$ cat src/rtl/step_cmd_sched.sv
// step_cmd_sched: FIFO-buffered command scheduler feeding the stepper pulse generator; define STEP_POS_TRACK_EN to add the position counter (pos, pos_clr)
module step_cmd_sched #(
  parameter int FIFO_AW    = 3,
  parameter int WR_LOW_CYC = 2,
  parameter int BUSY_TO    = 15
) (
  input  logic               clk,
  input  logic               rst_n,
  input  logic [7:0]         cmd_data,
  input  logic               cmd_valid,
  output logic               cmd_ready,
  input  logic               start,
  input  logic               abort,
  output logic [7:0]         gen_n,
  output logic               gen_wr_n,
  input  logic               gen_busy,
  input  logic               gen_pulse,
`ifdef STEP_POS_TRACK_EN
  output logic signed [15:0] pos,
  input  logic               pos_clr,
`endif
  output logic               running,
  output logic               done,
  output logic               fault,
  output logic [FIFO_AW:0]   level
);
  localparam int DEPTH = 2 ** FIFO_AW;
  localparam int CW = $clog2(BUSY_TO + WR_LOW_CYC + 1);
  typedef enum logic [2:0] {IDLE, ISSUE, WAIT_BUSY, RUN, STOP} state_t;
  state_t state, nxt;
  logic [7:0] mem [DEPTH];
  logic [FIFO_AW-1:0] wp, rp;
  logic [CW-1:0] cnt, cnt_nxt;
  logic last_dir, push, pop, empty, fault_set, done_set;
  assign empty = level == '0;
  assign cmd_ready = level != (FIFO_AW + 1)'(DEPTH);
  assign push = cmd_valid && cmd_ready && state != STOP && !abort;
  assign pop = nxt == ISSUE && state != ISSUE;
  // command storage; written on push only, so no reset needed
  always_ff @(posedge clk)
    if (push) mem[wp] <= cmd_data;
  // FIFO pointers and occupancy; any abort flushes, a pop happens on ISSUE entry
  always_ff @(posedge clk or negedge rst_n)
    if (!rst_n) begin
      wp <= '0;
      rp <= '0;
      level <= '0;
    end else if (abort) begin
      wp <= '0;
      rp <= '0;
      level <= '0;
    end else begin
      if (push) wp <= wp + 1'b1;
      if (pop) rp <= rp + 1'b1;
      level <= level + {{FIFO_AW{1'b0}}, push} - {{FIFO_AW{1'b0}}, pop};
    end
  // next-state decode; abort wins over everything and restarts the strobe count
  always_comb begin
    nxt = state;
    fault_set = 1'b0;
    done_set = 1'b0;
    if (abort) nxt = state == IDLE ? IDLE : STOP;
    else
      case (state)
        IDLE: nxt = start && !empty ? ISSUE : IDLE;
        ISSUE: nxt = cnt == CW'(WR_LOW_CYC - 1) ? WAIT_BUSY : ISSUE;
        WAIT_BUSY: begin
          fault_set = !gen_busy && cnt == CW'(BUSY_TO);
          nxt = gen_busy ? RUN : fault_set ? IDLE : WAIT_BUSY;
        end
        RUN: begin
          done_set = !gen_busy && empty;
          nxt = gen_busy ? RUN : empty ? IDLE : ISSUE;
        end
        STOP: nxt = cnt == CW'(WR_LOW_CYC - 1) ? IDLE : STOP;
        default: nxt = IDLE;
      endcase
    cnt_nxt = nxt != state || abort ? '0 : cnt + 1'b1;
  end
  // state register and registered generator-facing outputs, decoded from next state
  always_ff @(posedge clk or negedge rst_n)
    if (!rst_n) begin
      state <= IDLE;
      cnt <= '0;
      gen_n <= '0;
      gen_wr_n <= 1'b1;
      running <= 1'b0;
      done <= 1'b0;
      fault <= 1'b0;
      last_dir <= 1'b0;
    end else begin
      state <= nxt;
      cnt <= cnt_nxt;
      gen_wr_n <= !(nxt == ISSUE || nxt == STOP);
      running <= nxt != IDLE;
      done <= done_set;
      fault <= fault_set || (fault && !(state == IDLE && start && !abort));
      if (pop) begin
        gen_n <= mem[rp];
        last_dir <= mem[rp][7];
      end else if (nxt == STOP && state != STOP) gen_n <= {last_dir, 7'd0};
    end
`ifdef STEP_POS_TRACK_EN
  logic pulse_q;
  // signed position: one step per gen_pulse rising edge in the direction last issued
  always_ff @(posedge clk or negedge rst_n)
    if (!rst_n) begin
      pulse_q <= 1'b0;
      pos <= '0;
    end else begin
      pulse_q <= gen_pulse;
      if (pos_clr) pos <= '0;
      else if (gen_pulse && !pulse_q) pos <= last_dir ? pos + 16'sd1 : pos - 16'sd1;
    end
`else
  logic unused_pulse;
  assign unused_pulse = gen_pulse;
`endif
endmodule

$ cat config.mk
export PLATFORM = sky130hd
export DESIGN_NAME = step_cmd_sched
export DESIGN_NICKNAME = d
export VERILOG_FILES = /design/src/rtl/step_cmd_sched.sv
export SDC_FILE = /design/constraint.sdc
export NUM_CORES = 1
export LEC_CHECK = 0
export CORE_MARGIN = 3
export CORE_UTILIZATION = 40
export DETAILED_ROUTE_END_ITERATION = 12
export GPL_TIMING_DRIVEN = 0
export MAX_ROUTING_LAYER = met4
export PLACE_DENSITY = 0.59
export SLEW_MARGIN = 5
export SYNTH_ARGS = -nofsm -noshare
export SYNTH_HDL_FRONTEND = slang
export SYNTH_SLANG_ARGS = --single-unit
$ cat constraint.sdc
create_clock -name clk -period 3.5 [get_ports clk]
set_input_delay 0.35 -clock clk [delete_from_list [all_inputs] [get_ports clk]]
set_output_delay 0.35 -clock clk [all_outputs]
set_load 0.005 [all_outputs]
After elaboration in Yosys (flattened, before gate mapping). Memory sizes are Yosys's and may differ from the RTL's. Index checks and enable logic that the tools add are counted.

Flip-flop bits (word level): 31. Latch bits: 0. Bits in writable memories: 64. Memory bits (read-only): 0. Bits of input ports: 15. Output and inout bits: 17. Logic and storage cells: 78. Memories kept: 1.

$add $sub $neg: 5. $mul: 0. Divide/modulo/power cells: 0. Magnitude comparators: 0. Equality and inequality tests: 12. Shifts and indexed selects: 0. Multiplexer cells: 24. Bitwise logic cells: 0. Reduce and logical (&&, ||, !) cells: 25.

Memory list: mem (depth 8, width 8, rd ports 1, clocked after Yosys merged registers in 0, write ports 1, line 31) `logic [7:0] mem [DEPTH];`.

Operator list (number): $mux 3 (7); $mux 8 (2); $pmux 3 s5 (1); $logic_and 1x1->1 (11); $mux 1 (8); $mux 2 (4); $add 3x1->3 const B (2); $eq 3x1->1 const B (2); $eq 3x2->1 const B (2); $eq 3x3->1 const B (2); $reduce_bool 2->1 (3); $add 5x1->5 const B (1); $eq 5x1->1 const B (1); $eq 5x4->1 const B (1); $logic_not 1->1 (5); $mux 5 (1); $add 4x1->4 (1); $logic_not 4->1 (1); $mux 4 (1); $ne 4x4->1 const B (1); $sub 4x1->4 (1); $logic_not 3->1 (1); $logic_or 1x1->1 (3); $ne 3x1->1 const B (1); other kinds (3) (3).

Depth between registers and ports, before layout.
Depth in word-level cells: 10. Gate-level depth with buffers: 15. Mapped depth without buffers: 14.

Worst setup path after synthesis. OpenSTA, ideal clock, no wires.

Path type: register to register. Start point: register level[2]. End point: register level[2]. Library setup time: 0.132 ns. Arrival time: 2.849 ns. Data required time: 3.368 ns. Slack: 0.519 ns. Cell stages (with the launch flop): 14. Path buffers: 1. Period minus slack after synthesis: 2.981 ns. Path through: dfrtp_1 inv_1 ha_1 or3b_4 a32o_1 o31ai_4 nor2_2 buf_6 ha_1 inv_1 ha_1 fa_1 xnor2_1 nor2_1.

Cells in the longest elaborated chain, start to end: 10. Elaborated cells between the ends (all ways): 17. Those cells by class: 2 x add/sub; 2 x eq/ne; 6 x mux; 7 x reduce/logical.

RTL lines: from (decl) (line 25) `output logic [FIFO_AW:0] level`; from (signal assigned) (line 55) `level <= level + {{FIFO_AW{1'b0}}, push} - {{FIFO_AW{1'b0}}, pop};`; $logic_not 4->1 (*) (line 35) `assign empty = level == '0;`; $logic_not 1->1 (line 65) `IDLE: nxt = start && !empty ? ISSUE : IDLE;`; $logic_and 1x1->1 (line 65); $mux 1 (line 65); $pmux 3 s5 (*) (line 64) `case (state)`; $mux 3 (*) (line 62) `if (abort) nxt = state == IDLE ? IDLE : STOP;`; $eq 3x1->1 (*) (line 38) `assign pop = nxt == ISSUE && state != ISSUE;`; $logic_and 1x1->1 (*) (line 38); net pop (line 34) `logic last_dir, push, pop, empty, fault_set, done_set;`; $sub 4x1->4 (*) (line 55); $mux 4 (*) (line 48) `end else if (abort) begin`.

The timed path passes the listed nets; every way through them passes the cells marked *. A chain may end at the register's enable or synchronous reset.

Worst setup path after layout. Same ends and word-level chain as after synthesis.

==> results by group <==
Outcome
  • Run status: complete, no violations

Clock tree
  • CTS tree: yes
  • CTS sink cnt: 95
  • CTS buffer count: 9
  • Root buf cell: clkbuf_8
  • CTS Hold Bufs: 0
  • Clk pin slew, worst setup/hold paths: 100 ps
  • Clk buf depth: 2
  • H-tree depth: 3
  • Clk_lat worst skew: about 360 ps

Die
  • Initial core utilization: approximately two fifths
  • Chip Height: approximately 110 µm
  • Chip width: 107 µm
  • FP Rows: 36
  • Ports: 32
  • Die area: ~11000 µm²
  • Core area: between 9000 and 10000 µm²

Global route
  • Total congestion overflow: 0
  • First-pass GRT wire length: around 12000 µm
  • Vias in the first global route: roughly 2.2k
  • Largest net degree at the start of global routing: 32
  • GRT Util Overall: around 14%
  • Initial antenna violation count: 0

Drt
  • Via Count: 2186
  • Initial DRC count: 65
  • Antenna-violating nets left: 0
  • WL final: between 7000 and 8000 µm
  • # DRC: 0
  • DR vias/cell: 5.01
  • Drt first pass iters: 4
  • Routed wire length per instance: 16.7 µm

Synth
  • Synth top area share: 47.3%
  • Top area cells in the synthesized netlist: edfxtp_1, dfrtp_1, mux4_2
  • Register bit total from synthesis: 95
  • Number of enable flip-flop cells after synthesis: 64
  • Post-synth ARST share: between 30% and 40%
  • YS warnings: 0
  • Sequential element share of the synthesized area: ~66%
  • Count leader, synth: edfxtp_1
  • Synth Net Count: between 200 and 300
  • Synthesized area per cell: 15.7 µm²
  • Synth cell types: 44
  • Cell count after synthesis: 258
  • Synth area leader: edfxtp_1
  • Top_reg_cell synth: edfxtp_1
  • Mapped cell area: 4060 µm²
  • Top post-synthesis cells by count: edfxtp_1, dfrtp_1, nor2_1, mux2i_1, mux4_2

Pwr
  • Pwr per Cell Area: between 600 and 700 nW/µm²
  • Max IR drop VDD: 204 µV
  • Leakage power: ~1.7 nW
  • Total Power: between 0.003 and 0.004 W

Worst setup path
  • CP Data Required Time: between 3000 and 4000 ps
  • Crit-path max FO: 10
  • Crit path cell chain: inv_1 -> ha_1 -> or3b_4 -> a32o_1 -> o31ai_4 -> nor2_2 -> buf_6 -> ha_1 -> inv_1 -> ha_1 -> fa_1 -> xnor2_1 -> nor2_1
  • CP Launch Type: register
  • Critical path's slowest cell: or3b_4
  • Most Frequent Cell on Critical Path: ha_1
  • Crit path DAT: between 3000 and 4000 ps
  • Worst R2R Setup Slack: 280 ps
  • Crit-path max cell delay: 400 ps
  • CP endpoint kind: register
  • CP Class: reg -> reg

Layout
  • Area grow syn2layout: 16.1%
  • Final-stage net count: between 300 and 400
  • Ant. Diodes: 0
  • Layout cell share with drive strength beyond 1: 17.5%
  • Fin cells: 436
  • Area of the multi-input gates: roughly 1300 µm²
  • FILL cells: between 800 and 900
  • Storage element area: between 2000 and 3000 µm²

STA
  • Max-slew violations: 0
  • Final setup vio count: 0
  • Max Fclk: 310 MHz
  • Tmin final: around 3200 ps
  • Final hold vios: 0
  • Setup TNS: 0 ps
  • Worst relative slew slack: 15.8%
  • Clock Skews: between 10 and 15 ps
  • Unrepaired setup endpoints after global routing: false
  • Tightest Pin Transition: roughly 1200 ps
  • Post-route clock period utilization: around 92%

Min path
  • Hold WC Path Type: in -> async

Placed design
  • Buffers on Ports: 29
  • Cells after DPL: 420
  • DPL Wire Length: 4890 µm
  • Placer Congestion: a little under 0.8

Flow run
  • Max-cap violations: 0
## through the flow
stage                     cell area (µm²)  hold slack (ps)  setup WS (ps)  utilization [%]
after floorplan                      4060             54.4            519                -
after global placement               4520              483            113             46.0
after detailed placement             4520              457            172             46.0
after CTS                            4710             52.2            140             48.0
after global routing                 4710             65.6           57.6             48.0
final                                4710             34.9            276             48.0
## state kept, by name (all words and copies together), names as in the netlist
signal,count
wp,3
cnt,5
fault,1
running,1
done,1
gen_wr_n,1
last_dir,1
rp,3
gen_n,8
mem,64
level,4
state,3
## cell usage in the layout (no fill, tap or decap), types with 2 or more instances in the layout
| cell | n |
|---|---|
| o21ai_0 | 3 |
| inv_1 | 12 |
| ha_1 | 11 |
| xnor2_1 | 3 |
| mux4_2 | 16 |
| inv_6 | 2 |
| xor2_1 | 3 |
| mux2_2 | 4 |
| nor2b_1 | 4 |
| mux2i_1 | 16 |
| nand3_1 | 5 |
| buf_4 | 3 |
| or3b_2 | 2 |
| nor2_1 | 25 |
| edfxtp_1 | 64 |
| buf_2 | 3 |
| nand2_1 | 13 |
| clkinv_4 | 2 |
| dfrtp_1 | 30 |
| clkbuf_1 | 4 |
| nor3_1 | 3 |
| nand2b_1 | 2 |
| nor3_2 | 2 |
| clkbuf_8 | 9 |
| a21oi_1 | 7 |
| clkdlybuf4s50_1 | 28 |
## report_power, final
group | leakage [nW] | internal, W | switching, W
logic | 0.599 | 0.000485 | 0.000432
registers | 0.987 | 0.00134 | 0.0000780
clock network | 0.0965 | 0.000275 | 0.000416
total | 1.68 | 0.00210 | 0.000925
## final timing paths
path                                    start                   end  cells after the start
setup / recovery           level[2]$_DFF_PN0_    level[2]$_DFF_PN0_                     13
hold / removal                          rst_n  gen_n[3]$_DFFE_PN0P_                      1
setup reg to reg           level[2]$_DFF_PN0_    level[2]$_DFF_PN0_                     13
hold reg to reg              cnt[0]$_DFF_PN0_      cnt[0]$_DFF_PN0_                      1
max in group asynchronous               rst_n     wp[1]$_DFFE_PN0P_                      1
min in group clk                        abort     rp[0]$_DFFE_PN0P_                      4
## final cells by class
cell class / count / share of cell area, %
sequential: 95 / 57.3
clock inverter: 7 / 1.41
clock buffer: 9 / 2.63
inverter: 12 / 0.956
timing repair buffer: 29 / 6.06
tap: 133 / 3.53
buffer: 11 / 1.33
multi-input combinational: 140 / 26.8
## critical path, delay by kind of cell (launching register included)
family / cells / cell delay (ps)
buf+inv: 3 / 320
simple gates: 3 / 560
fa+ha+maj: 4 / 1030
flops: 1 / 380
xor+xnor: 1 / 150
compound gates: 2 / 660
## metal layers
metal  vias up  global-route usage, %  part of all wire, %
met3         5                   3.73                  4.3
met2        36                   22.0                   48
met1      1101                   19.1                   47
met5         -                      -                    0
li1       1044                      -                    -
met4         0                   4.11                 0.66
## repair_timing
action	4_1_cts	5_1_grt
buffers inserted	0	0
resized for setup	0	1
setup endpoints to repair	0	3
## kinds of logic after synthesis
group | count (synthesis) | synth area share, %
adder cells (fa/ha/maj) | 13 | 4.13
buffers and inverters | 23 | 2.65
AND/OR/NAND/NOR | 65 | 7.83
flip-flops | 95 | 66.5
AO/OA/AOI/OAI | 19 | 3.30
multiplexers | 37 | 14.3
XOR/XNOR | 6 | 1.29
(Power assumes the default switching activity.)
